<file path="config.mk">
export PLATFORM = sky130hd
export DESIGN_NAME = seq_detector_param
export DESIGN_NICKNAME = d
export VERILOG_FILES = /design/src/rtl/seq_det_pkg.sv /design/src/rtl/sat_counter.sv /design/src/rtl/seq_detector_param.sv
export SDC_FILE = /design/constraint.sdc
export NUM_CORES = 1
export LEC_CHECK = 0
export ABC_AREA = 0
export BUFFER_PORTS_ARGS = -buffer_cell sky130_fd_sc_hd__buf_4
export CAP_MARGIN = 10
export CORE_MARGIN = 1.5
export CORE_UTILIZATION = 58
export CTS_BUF_LIST = sky130_fd_sc_hd__clkbuf_8
export DETAILED_ROUTE_END_ITERATION = 16
export PLACE_DENSITY = 0.95
export SYNTH_ARGS = -nofsm -noshare
export SYNTH_HDL_FRONTEND = slang
export SYNTH_SLANG_ARGS = --single-unit
</file>
<file path="constraint.sdc">
create_clock -name clk -period 4.2 [get_ports clk]
set_clock_uncertainty 0.15 [all_clocks]
set_input_delay 0 -clock clk [delete_from_list [all_inputs] [get_ports clk]]
set_output_delay 0 -clock clk [all_outputs]
set_load 0.05 [all_outputs]
</file>
<file path="src/rtl/seq_det_pkg.sv">
// Shared defaults and helpers for the parametrised serial pattern detector.
package seq_det_pkg;

  localparam int unsigned W_DEF = 5;
  localparam int unsigned CNT_W_DEF = 8;
  localparam logic [31:0] PAT_RST_DEF = 32'b10101;

  // Fill counter must be able to hold the value w itself.
  function automatic int unsigned fill_width(input int unsigned w);
    return $clog2(w + 1);
  endfunction

endpackage

</file>
<file path="src/rtl/sat_counter.sv">
// Saturating up-counter with synchronous clear; holds at all ones once full.
module sat_counter
  import seq_det_pkg::*;
#(
  parameter int unsigned CNT_W = CNT_W_DEF
) (
  input  logic             clk,
  input  logic             rst,
  input  logic             clr,
  input  logic             inc,
  output logic [CNT_W-1:0] cnt
);

  logic [CNT_W-1:0] cnt_q, cnt_d;

  always_comb begin
    cnt_d = cnt_q;
    if (clr) begin
      cnt_d = '0;
    end else if (inc && (cnt_q != '1)) begin
      cnt_d = cnt_q + CNT_W'(1);
    end
  end

  always_ff @(posedge clk or negedge rst) begin
    if (!rst) begin
      cnt_q <= '0;
    end else begin
      cnt_q <= cnt_d;
    end
  end

  assign cnt = cnt_q;

endmodule

</file>
<file path="src/rtl/seq_detector_param.sv">
// Serial pattern detector: W-bit history compared against a loadable masked pattern,
// registered match pulse and saturating hit counter.
module seq_detector_param
  import seq_det_pkg::*;
#(
  parameter int unsigned    W       = W_DEF,
  parameter int unsigned    CNT_W   = CNT_W_DEF,
  parameter logic [W-1:0]   PAT_RST = W'(PAT_RST_DEF)
) (
  input  logic             clk,
  input  logic             rst,
  input  logic             x,
  input  logic             x_valid,
  input  logic             overlap,
  input  logic             pat_load,
  input  logic [W-1:0]     pat_in,
  input  logic [W-1:0]     mask_in,
  input  logic             clr,
  output logic             z,
  output logic [W-1:0]     seq,
  output logic [CNT_W-1:0] hit_cnt,
  output logic [W-1:0]     pattern
);

  localparam int unsigned FW = fill_width(W);
  localparam logic [FW-1:0] FILL_FULL = FW'(W);

  logic [W-1:0]  seq_q, seq_d;
  logic [W-1:0]  pat_q, pat_d;
  logic [W-1:0]  mask_q, mask_d;
  logic [FW-1:0] fill_q, fill_d;
  logic          z_q, z_d;

  logic [W-1:0]  seq_next;
  logic [FW-1:0] fill_inc;
  logic          match;
  logic          hit_inc;

  always_comb begin
    seq_next = {seq_q[W-2:0], x};
    fill_inc = (fill_q == FILL_FULL) ? fill_q : fill_q + FW'(1);
    match    = x_valid && (((seq_next ^ pat_q) & mask_q) == '0) && (fill_inc == FILL_FULL);

    seq_d   = seq_q;
    pat_d   = pat_q;
    mask_d  = mask_q;
    fill_d  = fill_q;
    z_d     = 1'b0;
    hit_inc = 1'b0;

    if (clr) begin
      seq_d  = '0;
      fill_d = '0;
    end else if (pat_load) begin
      // A bit arriving together with a new pattern is dropped.
      pat_d  = pat_in;
      mask_d = mask_in;
      seq_d  = '0;
      fill_d = '0;
    end else if (x_valid) begin
      seq_d   = seq_next;
      fill_d  = (match && !overlap) ? '0 : fill_inc;
      z_d     = match;
      hit_inc = match;
    end
  end

  always_ff @(posedge clk or negedge rst) begin
    if (!rst) begin
      seq_q  <= '0;
      pat_q  <= PAT_RST;
      mask_q <= '1;
      fill_q <= '0;
      z_q    <= 1'b0;
    end else begin
      seq_q  <= seq_d;
      pat_q  <= pat_d;
      mask_q <= mask_d;
      fill_q <= fill_d;
      z_q    <= z_d;
    end
  end

  sat_counter #(
    .CNT_W(CNT_W)
  ) u_hit_cnt (
    .clk(clk),
    .rst(rst),
    .clr(clr),
    .inc(hit_inc),
    .cnt(hit_cnt)
  );

  assign z       = z_q;
  assign seq     = seq_q;
  assign pattern = pat_q;

endmodule

</file>
==> results of run 1 <==
==> cells by family (layout without fill, tap and decap cells) <==
family | count (synthesis) | count (layout)
fa+ha+maj | 3 | 3
flops | 27 | 27
compound gates | 19 | 19
buf+inv | 9 | 58
mux | 17 | 17
xor+xnor | 5 | 5
simple gates | 42 | 42
==> worst max path at each step <==
stage                                       startpoint                           end  slack [ns]  cells past startpoint
after floorplan           u_hit_cnt.cnt[0]$_DFFE_PN0P_  u_hit_cnt.cnt[5]$_DFFE_PN0P_        1.99                      6
after global placement    u_hit_cnt.cnt[0]$_DFFE_PN0P_  u_hit_cnt.cnt[5]$_DFFE_PN0P_        2.03                      5
after detailed placement  u_hit_cnt.cnt[0]$_DFFE_PN0P_  u_hit_cnt.cnt[5]$_DFFE_PN0P_        1.90                      5
after CTS                 u_hit_cnt.cnt[0]$_DFFE_PN0P_  u_hit_cnt.cnt[5]$_DFFE_PN0P_        1.82                      5
after global routing      u_hit_cnt.cnt[1]$_DFFE_PN0P_  u_hit_cnt.cnt[5]$_DFFE_PN0P_        1.59                      5
final                     u_hit_cnt.cnt[1]$_DFFE_PN0P_  u_hit_cnt.cnt[5]$_DFFE_PN0P_        1.68                      5
==> sequential cells by signal, summed over array words and instances (netlist names) <==
signal	count
seq	5
pattern	5
mask_q	5
z	1
fill_q	3
u_hit_cnt.cnt	8
==> layer usage <==
layer | up-vias | part of all wire (%) | track usage, %
li1 | 542 | - | -
met1 | 590 | 36 | 35.0
met2 | 64 | 56 | 57.4
met3 | 19 | 4.7 | 2.87
met4 | 0 | 3.7 | 15.8
met5 | - | 0 | 0
==> power groups by stage <==
stage / logic [mW] / clock network (mW) / registers (mW)
2_1_floorplan: 0.0392 / 0 / 0.327
3_3_place_gp: 0.0987 / 0 / 0.301
3_5_place_dp: 0.102 / 0 / 0.302
4_1_cts: 0.114 / 0.144 / 0.298
5_1_grt: 0.122 / 0.155 / 0.302
6_report: 0.117 / 0.146 / 0.300
==> cell usage after synthesis, drive strengths merged <==
master  count
a211oi      1
a21oi       7
a22oi       2
a41oi       1
and4b       1
buf         2
clkbuf      4
dfrtp      19
dfstp       8
ha          3
inv         3
mux2       12
mux2i       5
nand2       5
nand3       7
nand3b      2
nand4       1
nor2       10
nor2b       3
nor3        3
nor4        3
o21ai       3
o31ai       4
o41ai       1
or2         2
or3         1
or4         4
xor2        5
==> placed cells by master (no fill, tap or decap), types with 4 or more instances in the layout <==
| cell | synthesis | layout |
|---|---|---|
| nand2_1 | 5 | 5 |
| buf_4 | 0 | 35 |
| xor2_1 | 5 | 5 |
| or4_1 | 4 | 4 |
| inv_1 | 3 | 4 |
| nor2_1 | 10 | 10 |
| o31ai_1 | 4 | 4 |
| mux2_2 | 11 | 11 |
| a21oi_1 | 7 | 7 |
| dlygate4sd3_1 | 0 | 16 |
| mux2i_1 | 5 | 5 |
| dfrtp_1 | 19 | 19 |
| dfstp_2 | 8 | 8 |
| nand3_1 | 6 | 6 |
==> through the flow <==
stage	instance area [sq um]	utilization [%]	worst slack (ns)	hold WS (ns)	cells
after floorplan	1380	-	1.99	-0.446	122
after global placement	1640	73.6	2.03	-0.225	179
after detailed placement	1640	73.6	1.90	-0.222	179
after CTS	1850	82.8	1.82	0.0321	199
after global routing	1850	82.8	1.59	0.0445	199
final	1850	82.8	1.68	0.0112	199
==> cell type report <==
class | instances | area [sq um] | area share (%)
clock buffers | 3 | 41.3 | 2.23
clock inverters | 1 | 3.75 | 0.203
inverters | 3 | 11.3 | 0.609
multi-input cells | 86 | 649 | 35.1
flip-flops and latches | 27 | 686 | 37.1
well taps | 28 | 35.0 | 1.89
repair buffers | 51 | 423 | 22.9
==> critical path: stages (launching register included) <==
cell	delay [ns]
dfrtp_1	0.44
ha_1	0.21
nand3_1	0.18
nor3_1	0.93
nor4_2	0.14
mux2_1	0.36
==> flow_metrics.tcl, run 1 <==
set metrics [dict create \
    status "completed" \
    core_sq_um 2230 \
    reg2reg_to "u_hit_cnt.cnt[5]$_DFFE_PN0P_" \
    switchingPower_mw 0.162 \
    cts_hold_buf 16 \
    drc_errors 0 \
    routed_via_density 6.11 \
    post-route-period-util_pct 60.0 \
    cp.arrival_ns 2.53 \
    finalHoldViolations 0 \
    gp_congestion 0.787 \
    ys_seq_area_share_pct 49.5 \
    netlist_area_sq_um 1380 \
    period_minus_slack_ns 2.52 \
    ir_drop_mv 0.283 \
    fillers 119 \
    antennaDiodeCount 0 \
    synthXorXnorAreaFrac_pct 3.16 \
    syn-instance-count 122 \
    crit_path_start_kind "flip-flop" \
    avgSynthCellArea_sq_um 11.3 \
    cellPowerDensity_nw_per_um2 304 \
    synth_mux_area_share_pct 13.4 \
    drive_gt1_share_pct 38.0 \
    cts-root-buf "clkbuf_8" \
    p_leak_nw 0.837 \
    synth_compound_area_share_pct 9.76 \
    p_seq_share_pct 53.3 \
    path_class "flip-flop to flip-flop" \
    post-dp-hpwl_um 2310 \
    die_area_sq_um 2690 \
    synth_top_area_share_pct 34.4 \
    worstMarginPinSlew_ns 1.11 \
    comb_power_share_pct 20.8 \
    drt-pass1-iter-count 4 \
    setup_tns_ns 0 \
    switching_share_pct 28.8 \
    relSlewSlack_pct 25.7 \
    ys_warn_count 0 \
    hp-class "input pin to async pin" \
    overflow 0 \
    ys_ff_latch 27 \
    clk_pin_slew_ns 0.09 \
    cp_max_fo 11 \
    post_cts_buffers 0 \
    syn_nets 142 \
    numCtsBuffers 3 \
    cts_tree "done" \
    first_iter_violations 49 \
    intPower_mw 0.401 \
    reg2reg_from "u_hit_cnt.cnt[1]$_DFFE_PN0P_" \
    htreeDepth 1 \
    yosysTopAreaCell "dfrtp_1" \
    ioPinCount 36 \
    clock_latency_ns 0.27 \
    grt_pass1_wl_um 5840 \
    antenna_left 0 \
    rows 17 \
    rsz0062_at_grt "false" \
    grt_max_degree 28 \
    antenna_found_initial 0 \
    wl_per_cell_um 19.3 \
    cp.required_ns 4.20 \
    finalSetupViolations 0 \
    r2r_cells 5 \
    die_y_um 51.8 \
    clock_power_share_pct 25.9 \
    fin_nets 192 \
    cts.path.max_buffers 2 \
    port_buffers 35 \
    cts_resized 0 \
    vias 1215 \
    cts.sinks 27 \
    yosysUniqueCellTypes 32 \
    synthAdderAreaFrac_pct 2.71 \
    synth-simple-area-share_pct 17.9 \
    synth_top_family_by_area "simple AND/OR/NAND/NOR gates" \
    fmax_ghz 0.397 \
    routed_wl_um 3840 \
    synth_area_leaders "dfrtp_1 (34%), dfstp_2 (15%), mux2_2 (9.0%), mux2i_1 (3.6%), xor2_1 (3.2%)" \
    grt_pass1_vias 1189 \
    initial_core_util_pct 62.0 \
    r2r_setup_slack_ns 1.68 \
    grt_use_total_pct 31.0 \
    cap_violations 0 \
    syn2layout_area_growth_pct 33.6 \
    totalPowerFinal_mw 0.563 \
    endpoint_kind "flip-flop" \
    die_w_um 51.8 \
    finalMaxSlewViolations 0 \
]
No activity file was read; power rests on OpenSTA's default activity.
==> inputs of run 2 (changes only) <==
Settings changed: CORE_UTILIZATION 58 to 49, PLACE_DENSITY 0.95 to 0.87.
Clock period 4.2 ns to 2.05 ns, I/O delays scaled along.
==> flow_metrics.tcl, run 2 (synthesis gave the netlist of run 1 again) <==
set metrics [dict create \
    drt-pass1-iter-count 5 \
    most-common-layout-cells "buf_4 (48), dlygate4sd3_1 (16), mux2_2 (11), dfrtp_1 (11), nor2_1 (10)" \
    core_sq_um 2710 \
    crit_path_start_kind "flip-flop" \
    hp-class "input pin to async pin" \
    finalHoldViolations 0 \
    path_class "flip-flop to flip-flop" \
    intPower_mw 0.853 \
    grt_pass1_wl_um 5900 \
    cts.sinks 27 \
    overflow 0 \
    cap_violations 0 \
    period_minus_slack_ns 2.11 \
    clock_power_share_pct 25.6 \
    first_iter_violations 70 \
    status "complete, but fails checks" \
    stdcell_area_sq_um 2030 \
    die_w_um 56.1 \
    finalMaxSlewViolations 0 \
    die_area_sq_um 3150 \
    largest_register_ffs 8 \
    p_leak_nw 0.895 \
    switchingPower_mw 0.363 \
    post-route-period-util_pct 103 \
    finalSetupViolations 3 \
    drc_errors 0 \
    fin_util_pct 74.9 \
    final_cells 216 \
    totalPowerFinal_mw 1.22 \
    fmax_ghz 0.475 \
    cp_max_fo 4 \
    grt_use_total_pct 24.4 \
    drive_gt1_share_pct 51.4 \
    grt_max_degree 28 \
    endpoint_kind "flip-flop" \
    fin_nets 206 \
    syn2layout_area_growth_pct 46.7 \
    mostFrequentLayoutCell "buf_4" \
    clock_latency_ns 0.28 \
    antenna_found_initial 0 \
    rows 19 \
    violations "negative setup slack" \
    rsz0062_at_grt "true" \
    place_ws_ns -0.00411 \
    cp.required_ns 2.10 \
    cp.arrival_ns 2.16 \
    p_seq_share_pct 50.5 \
    die_y_um 56.1 \
    relSlewSlack_pct 74.8 \
    dp.cells 186 \
    switching_share_pct 29.8 \
    port_buffers 35 \
    hold_ws_ns 0.00993 \
    cts.path.max_buffers 2 \
    post_dp_cell_area_sq_um 1690 \
    cts_tree "done" \
    cts-root-buf "clkbuf_8" \
    grt_pass1_vias 1264 \
    wl_per_cell_um 19.1 \
    comb_power_share_pct 23.8 \
    antenna_left 0 \
    gp_congestion 0.799 \
    numCtsBuffers 3 \
    antennaDiodeCount 0 \
    ioPinCount 36 \
    ir_drop_mv 0.599 \
    setup_tns_ns -0.133 \
    vias 1272 \
    clk_pin_slew_ns 0.10 \
    worst_slack_ns -0.0568 \
    cellPowerDensity_nw_per_um2 599 \
    post-dp-hpwl_um 2250 \
    worstMarginPinSlew_ns 0.378 \
    routed_via_density 5.89 \
    routed_wl_um 4120 \
    htreeDepth 1 \
    initial_core_util_pct 51.1 \
]
==> run 2: worst max-delay path, cell delays in order (launching register included) <==
cell,delay (ns)
dfstp_2,0.58
xor2_2,0.09
a22oi_2,0.37
buf_4,0.20
nand3_4,0.09
or4_1,0.40
a21oi_1,0.15
==> run 2: cell type report <==
cell class / instances / area, sq um
multi-input combinational: 87 / 717
sequential: 27 / 696
fill: 169 / 681
timing repair buffer: 64 / 520
clock buffer: 3 / 41.3
tap: 31 / 38.8
inverter: 3 / 11.3
clock inverter: 1 / 5.00
==> run 2: power by group through the flow <==
stage / logic [mW] / registers (mW) / clock network (mW)
after global routing: 0.306 / 0.619 / 0.327
after floorplan: 0.0802 / 0.671 / 0
after CTS: 0.239 / 0.612 / 0.312
after detailed placement: 0.212 / 0.622 / 0
final: 0.289 / 0.615 / 0.312
after global placement: 0.204 / 0.618 / 0
==> run 2: metal layers <==
| metal | routed length [um] | track usage, % | share of wire [%] |
|---|---|---|---|
| met3 | 190 | 2.56 | 4.6 |
| met1 | 1660 | 31.3 | 40 |
| met2 | 2090 | 41.3 | 51 |
| met4 | 175 | 11.6 | 4.3 |
| met5 | 0 | 0 | 0 |
==> run 2: repair_timing <==
item                                   in CTS  in global routing
pin swaps                                   0                  6
hold buffers                               16                  0
setup endpoints to repair                   2                  7
endpoints found under the hold margin      52                  0
resized for setup                           0                 10
cloned                                      0                  1
setup buffers                               2                  7
==> run 2: path summary, 6_finish.rpt <==
| kind | slack, ns | end | cells after the start | from |
|---|---|---|---|---|
| max | -0.06 | u_hit_cnt.cnt[2]$_DFFE_PN0P_ | 6 | pattern[4]$_DFFE_PN1P_ |
| min | 0.01 | pattern[3]$_DFFE_PN0P_ | 2 | rst |
| max reg2reg | -0.06 | u_hit_cnt.cnt[2]$_DFFE_PN0P_ | 6 | pattern[4]$_DFFE_PN1P_ |
| min reg2reg | 0.39 | seq[4]$_DFFE_PN0P_ | 2 | seq[4]$_DFFE_PN0P_ |
| max in group asynchronous | 1.43 | mask_q[0]$_DFFE_PN1P_ | 2 | rst |
| min in group clk | 0.34 | mask_q[1]$_DFFE_PN1P_ | 3 | mask_in[1] |
